[config.mk]
export PLATFORM = sky130hd
export DESIGN_NAME = if_id_fifo
export DESIGN_NICKNAME = d
export VERILOG_FILES = /design/src/rtl/if_id_fifo.sv
export SDC_FILE = /design/constraint.sdc
export NUM_CORES = 1
export LEC_CHECK = 0
export CAP_MARGIN = 40
export CORE_ASPECT_RATIO = 0.75
export CORE_MARGIN = 2
export CORE_UTILIZATION = 25
export CTS_CLUSTER_SIZE = 25
export DETAILED_ROUTE_END_ITERATION = 16
export HOLD_SLACK_MARGIN = 0.08
export PLACE_DENSITY = 0.53
export SLEW_MARGIN = 20
export SYNTH_ARGS = -nofsm -noshare
export SYNTH_HDL_FRONTEND = slang
export SYNTH_SLANG_ARGS = --single-unit
[constraint.sdc]
create_clock -name clk -period 6.7 [get_ports clk]
set_input_delay 0.67 -clock clk [delete_from_list [all_inputs] [get_ports clk]]
set_output_delay 0.67 -clock clk [all_outputs]
set_load 0.05 [all_outputs]
[src/rtl/if_id_fifo.sv]
// IF/ID decoupling queue: DEPTH-entry instruction/PC buffer feeding a
// registered decode-side output stage with empty-queue bypass and flush.
module if_id_fifo #(
  parameter int INST_W = 32,
  parameter int PC_W   = 32,
  parameter int DEPTH  = 4,
  parameter int CNT_W  = $clog2(DEPTH+1)
) (
  input  logic              clk,
  input  logic              rst,
  input  logic              if_valid,
  input  logic [INST_W-1:0] if_inst,
  input  logic [PC_W-1:0]   if_pc,
  output logic              if_ready,
  input  logic              id_stall,
  input  logic              flush,
  output logic [INST_W-1:0] id_inst,
  output logic [PC_W-1:0]   id_pc,
  output logic              id_valid,
  output logic [CNT_W-1:0]  count,
  output logic              ovf_err
);

  localparam int AW = $clog2(DEPTH);

  logic [INST_W+PC_W-1:0] mem [DEPTH];
  logic [AW-1:0]          wr_ptr;
  logic [AW-1:0]          rd_ptr;
  logic [INST_W-1:0]      head_inst;
  logic [PC_W-1:0]        head_pc;
  logic                   empty;
  logic                   push;
  logic                   pop;
  logic                   wr_en;

  // ready looks only at occupancy, so a full queue refuses even on a pop
  assign if_ready = count < CNT_W'(DEPTH);
  assign empty    = count == '0;
  assign push     = if_valid && if_ready;
  assign pop      = !id_stall && !empty;
  assign wr_en    = push && !rst && !flush
                  && (id_stall || !empty);

  assign {head_inst, head_pc} = mem[rd_ptr];

  always_ff @(posedge clk) begin
    if (wr_en) mem[wr_ptr] <= {if_inst, if_pc};
  end

  always_ff @(posedge clk) begin
    if (rst) begin
      wr_ptr   <= '0;
      rd_ptr   <= '0;
      count    <= '0;
      id_inst  <= '0;
      id_pc    <= '0;
      id_valid <= 1'b0;
      ovf_err  <= 1'b0;
    end else if (flush) begin
      wr_ptr   <= '0;
      rd_ptr   <= '0;
      count    <= '0;
      id_inst  <= '0;
      id_pc    <= '0;
      id_valid <= 1'b0;
    end else begin
      if (wr_en) wr_ptr <= wr_ptr + 1'b1;
      if (pop)   rd_ptr <= rd_ptr + 1'b1;
      if (wr_en && !pop)
        count <= count + 1'b1;
      else if (pop && !wr_en)
        count <= count - 1'b1;
      if (if_valid && !if_ready)
        ovf_err <= 1'b1;
      priority case (1'b1)
        id_stall: ;
        !empty: begin
          id_inst  <= head_inst;
          id_pc    <= head_pc;
          id_valid <= 1'b1;
        end
        if_valid: begin
          id_inst  <= if_inst;
          id_pc    <= if_pc;
          id_valid <= 1'b1;
        end
        default: begin
          id_inst  <= '0;
          id_pc    <= '0;
          id_valid <= 1'b0;
        end
      endcase
    end
  end

endmodule

== Yosys cells after proc, flatten, opt, wreduce, memory -nomap -nowiden ==
Memories as Yosys holds them, arrays and structs flattened. A register that Yosys moved wholly into a read port is not among the register bits.
Cells that the tools add are included.

* Register bits: 73
* Memory bits (writable): 256
* Bits of input ports: 69
* Output and inout port bits: 70
* Memories: 1

{| class="wikitable"
|+ Memory list
! name !! depth !! width !! read ports !! clocked after memory_dff !! wr ports !! RTL line !! text
|-
| mem || 4 || 64 || 1 || 1 || 1 || 26 || <nowiki>logic [INST_W+PC_W-1:0] mem [DEPTH];</nowiki>
|}

* $add $sub $neg: 4
* $lt $le $gt $ge: 1
* Multiplexer cells: 12
* Bitwise logic cells: 1
* Reductions and logical operators: 20

{| class="wikitable"
|+ Operator list
! cell !! number
|-
| $mux 32 || 4
|-
| $logic_and 1x1->1 || 8
|-
| $logic_not 1->1 || 7
|-
| $mux 3 || 2
|-
| $add 2x1->2 const B || 2
|-
| $mux 1 || 4
|-
| $mux 2 || 2
|-
| $add 3x1->3 const B || 1
|-
| $logic_not 3->1 || 1
|-
| $lt 3x3->1 const B || 1
|-
| $sub 3x1->3 const B || 1
|-
| $reduce_and 2->1 || 1
|-
| $reduce_bool 2->1 || 1
|-
| $reduce_or 2->1 || 1
|-
| $logic_or 1x1->1 || 1
|-
| $not 1->1 || 1
|}

== Longest topological paths before layout ==
* Depth in word-level cells: 9
* Depth in mapped cells: 9

== Least setup slack after synthesis ==
OpenSTA, ideal clock, no wires.

* Kind: input -> register
* Start: in flush
* End: mem mem[0][0] in the netlist's numbering (enable)
* Library setup time: 429 ps
* Arrival time: 2814 ps
* Required time: 6271 ps
* Slack: 3457 ps
* Cell stages on the path: 3
* Path buffers: 0
* Cell sequence: or2_1 -> nor3_1 -> and2_1

* Word-level cells in the longest chain between the ends: 5

{| class="wikitable"
|+ Ends and longest elaborated chain
! item !! RTL line !! text
|-
| from (decl) || 16 || <nowiki>input logic flush,</nowiki>
|-
| $logic_not 1->1 || 41 || <nowiki>assign wr_en = push && !rst && !flush</nowiki>
|-
| $logic_and 1x1->1 || 41 ||
|-
| $logic_and 1x1->1 || 42 || <nowiki>&& (id_stall || !empty);</nowiki>
|-
| net wr_en || 34 || <nowiki>logic wr_en;</nowiki>
|-
| $mux 1 || 47 || <nowiki>if (wr_en) mem[wr_ptr] <= {if_inst, if_pc};</nowiki>
|-
| $mux 1 (implied by the code) || 47 ||
|-
| to (decl) || 26 ||
|}

The timed path passes the listed nets, and every way through them passes these cells.

== Final worst setup path ==
* Start: in if_valid
* End: reg count[2]

* Word-level cells in the longest chain between the ends: 7
* Elaborated cells between the ends (all ways): 9
* Those cells by class: mux (1); reduce/logical (8)

{| class="wikitable"
|+ Ends and longest elaborated chain
! item !! RTL line !! text
|-
| from (decl) || 11 || <nowiki>input logic if_valid,</nowiki>
|-
| $logic_and 1x1->1 (*) || 39 || <nowiki>assign push = if_valid && if_ready;</nowiki>
|-
| $logic_and 1x1->1 (*) (2 in series) || 41 ||
|-
| $logic_and 1x1->1 (*) || 42 ||
|-
| net wr_en || 34 ||
|-
| $logic_not 1->1 || 71 || <nowiki>else if (pop && !wr_en)</nowiki>
|-
| $logic_and 1x1->1 || 71 ||
|-
| $reduce_bool 2->1 (no line) || - ||
|-
| to (signal assigned) || 70 || <nowiki>count <= count + 1'b1;</nowiki>
|-
| to (signal assigned) || 72 || <nowiki>count <= count - 1'b1;</nowiki>
|-
| to (decl) || 20 || <nowiki>output logic [CNT_W-1:0] count,</nowiki>
|}

The timed path passes the listed nets; every way through them passes the cells marked *.
A chain may end at the register's enable or synchronous reset.

==> results.ini <==
[sta]
setup_violations=0
setup_tns_ns=0
timing_worst_slew_pin_value_ns=0.852
slew_viol_final=0
worst_slew_margin_relative_to_its_limit_pct=43.2
layout_worst_path_cycle_share_pct=44.9
setup_repair_after_global_routing_missed_its_margin=no
final_critical_path_setup_slack_ns=3.69
finalHoldViolCount=0
worst_clock_skew_ns=0.00912
clock.fmax_mhz=332
timing.final.crit_period_ns=3.01

[clock_tree]
clock_tree_from_tritoncts=yes
cts-root-buf=clkbuf_16
post_cts_resize_count=0
htree_levels=2
cts_sinks=331
cts_buffer_depth=3
clock_latency_ns=0.49
path_clk_slew_ns=0.06
post_cts.repair.setup_buffers=0
postCtsHoldBufs=0
cts-buffers-inserted=36

[placed_design]
port_buffers=138
routabilityCongestion=0.660
placedInstanceArea_sq_um=14500
pre_cts_slack_ns=3.26
hpwl_um=18600

[run]
maxCapViolations=0

[critical_path]
critical_path_required_ns=7.13
reg2reg_depth=8
r2r-start=count[0]$_SDFFE_PP0P_
critical_path_peak_fanout=68
rr_endpoint=count[2]$_SDFFE_PP0P_
timing.critical_path.cells=buf_2 > buf_4 > nand2b_1 > nor3_1 > ha_1 > inv_1 > fa_1 > xor2_1 > or3_1 > a21oi_1
critical_path_arrival_ns=3.43
timing.critical_path.slowest_cell_delay_ns=0.64
critPathCapture=count[2]$_SDFFE_PP0P_
timing.reg2reg.setup_slack_ns=4.10
worstSetupStartpointType=primary input
crit_start=if_valid
crit_path_end_kind=register
worst_path_max_delay_cell=buf_4
setup.worst_path.class=in2reg

[die]
die_x_um=261
die_area_sq_um=51400
rows=70
initial_core_util_pct=25.4
fp.dieH_um=197
core_area_sq_um=48900
ioPinCount=139

[layout]
nets=843
final_core_util_pct=32.1
drive_above_1_share_pct=17.1
final_area_sq_um=15700
signed_area_change_from_the_synthesized_netlist_to_the_final_layout_pct=26.6

[yosys]
synthDistinctLibCells=32
ys_warn_count=0
synth_flop_cell=edfxtp_1
count_of_flip_flops_with_a_built_in_enable_after_synthesis=256
post_synthesis_average_cell_area_sq_um=19.7
postSynthCellCount=628
syn_area_sq_um=12400
biggest_area_consumer_among_synthesized_cells=edfxtp_1
netlist.area_leader.share_pct=62.0
synth-seq-cells=331
synth_top_cells_by_area=edfxtp_1, dfxtp_1, mux4_2
synth.yosys.seq_area_share_pct=74.1
postSynthNetCount=703
fraction_of_registers_with_async_set_or_reset_after_synthesis_pct=0

[global_route]
first_global_vias=6803
grt_antenna_before_repair=2
grt.total_usage_pct=11.6
grt-ovfl-total=0
grt_max_degree=75
first_pass_grt_wire_length_um=45100

[detailed_routing]
post-route-drc-count=0
drtAntennaViolNets=0
viasPerCell=4.59
wire_per_inst_um=20.7
postRouteWirelength_um=29900
route.vias.total=6631
drt_iter0_drc=547
drt-pass1-iter-count=4

[power]
p_per_area_nw_per_um2=281
leakage_uw=0.00468
post-layout-total-power_uw=4410
ir_worst_vdd_mv=0.130

[outcome]
run_status=complete, no violations

[hold_path]
min_path_type=reg2reg

## power breakdown
group / leakage (uW) / internal [uW] / switching (uW)
Clock: 0.000555 / 1160 / 740
Sequential: 0.00292 / 2230 / 16.4
Combinational: 0.00121 / 102 / 159
Total: 0.00468 / 3500 / 916
## worst min path at each step
stage,startpoint,endpoint,slack (ns),cells past startpoint
after floorplan,rd_ptr[1]$_SDFFE_PP0P_,register,0.45,2
after global placement,rd_ptr[1]$_SDFFE_PP0P_,register,0.46,2
after detailed placement,ovf_err$_SDFFE_PP0P_,ovf_err$_SDFFE_PP0P_,0.47,2
after CTS,ovf_err$_SDFFE_PP0P_,ovf_err$_SDFFE_PP0P_,0.49,2
after global routing,ovf_err$_SDFFE_PP0P_,ovf_err$_SDFFE_PP0P_,0.53,2
final,ovf_err$_SDFFE_PP0P_,ovf_err$_SDFFE_PP0P_,0.48,2
## cells in the mapped netlist, drive strengths merged, types with 3 or more instances
library cell  number
and2               4
nor2               3
or3                4
ha                 5
inv                7
dlygate4sd1        3
dfxtp             75
o2bb2ai           63
edfxtp           256
mux4              64
nor3               6
o21ai              4
clkbuf            19
a21oi              6
a32oi             63
buf               28
## cells by family after synthesis
group                    after synthesis  synth area share [%]
AND/OR/NAND/NOR                       27                  1.41
multiplexers                          65                  11.7
buffers and inverters                 57                  2.43
flip-flops                           331                  74.1
AO/OA/AOI/OAI                        140                  9.55
adder cells (fa/ha/maj)                6                 0.666
XOR/XNOR                               2                 0.141
## registers in the layout, indices dropped and copies added, names as in the netlist, named ones only
signal,count
count,3
id_inst,32
ovf_err,1
rd_ptr,2
id_valid,1
wr_ptr,2
mem,256
id_pc,32
## cell usage in the layout (no fill, tap or decap), types with 3 or more instances in the layout
master / n
edfxtp_1: 256
clkdlybuf4s50_1: 136
dfxtp_1: 73
mux4_2: 64
a32oi_1: 63
o2bb2ai_1: 63
clkbuf_16: 37
clkbuf_1: 12
buf_4: 8
inv_1: 7
a21oi_1: 6
clkinv_1: 6
ha_1: 5
nor3_1: 4
or3_1: 4
and2_4: 4
o21ai_0: 4
buf_12: 4
nor2_1: 3
clkinv_2: 3
clkbuf_8: 3
bufinv_16: 3
buf_16: 3
## layer usage
layer  vias up  track usage [%]  wire length [um]
li1       2977                -                 -
met1      3451             17.1             14400
met2       163             17.3             13300
met3        40             2.79              1720
met4         0             2.36               444
met5         -                0                 0
## through the flow
stage | hold WS (ns) | cells
after global placement | 0.457 | 1371
final | 0.482 | 1444
after global routing | 0.526 | 1442
after CTS | 0.489 | 1440
after detailed placement | 0.472 | 1376
after floorplan | 0.453 | 628
## worst max-delay path: cells and delay by family
family / cells / cell delay, ns
simple gates: 3 / 0.98
xor+xnor: 1 / 0.16
buf+inv: 3 / 0.79
fa+ha+maj: 2 / 0.67
compound gates: 1 / 0.14
## final cells by class
type	instances	area, sq um
fillers	4713	33200
diodes	2	5.00
multi-input cells	240	2930
repair buffers	152	1590
flip-flops and latches	331	9200
inverters	7	26.3
well taps	648	811
clock buffers	52	1010
clock inverters	12	128
No activity file was read; power rests on OpenSTA's default activity.
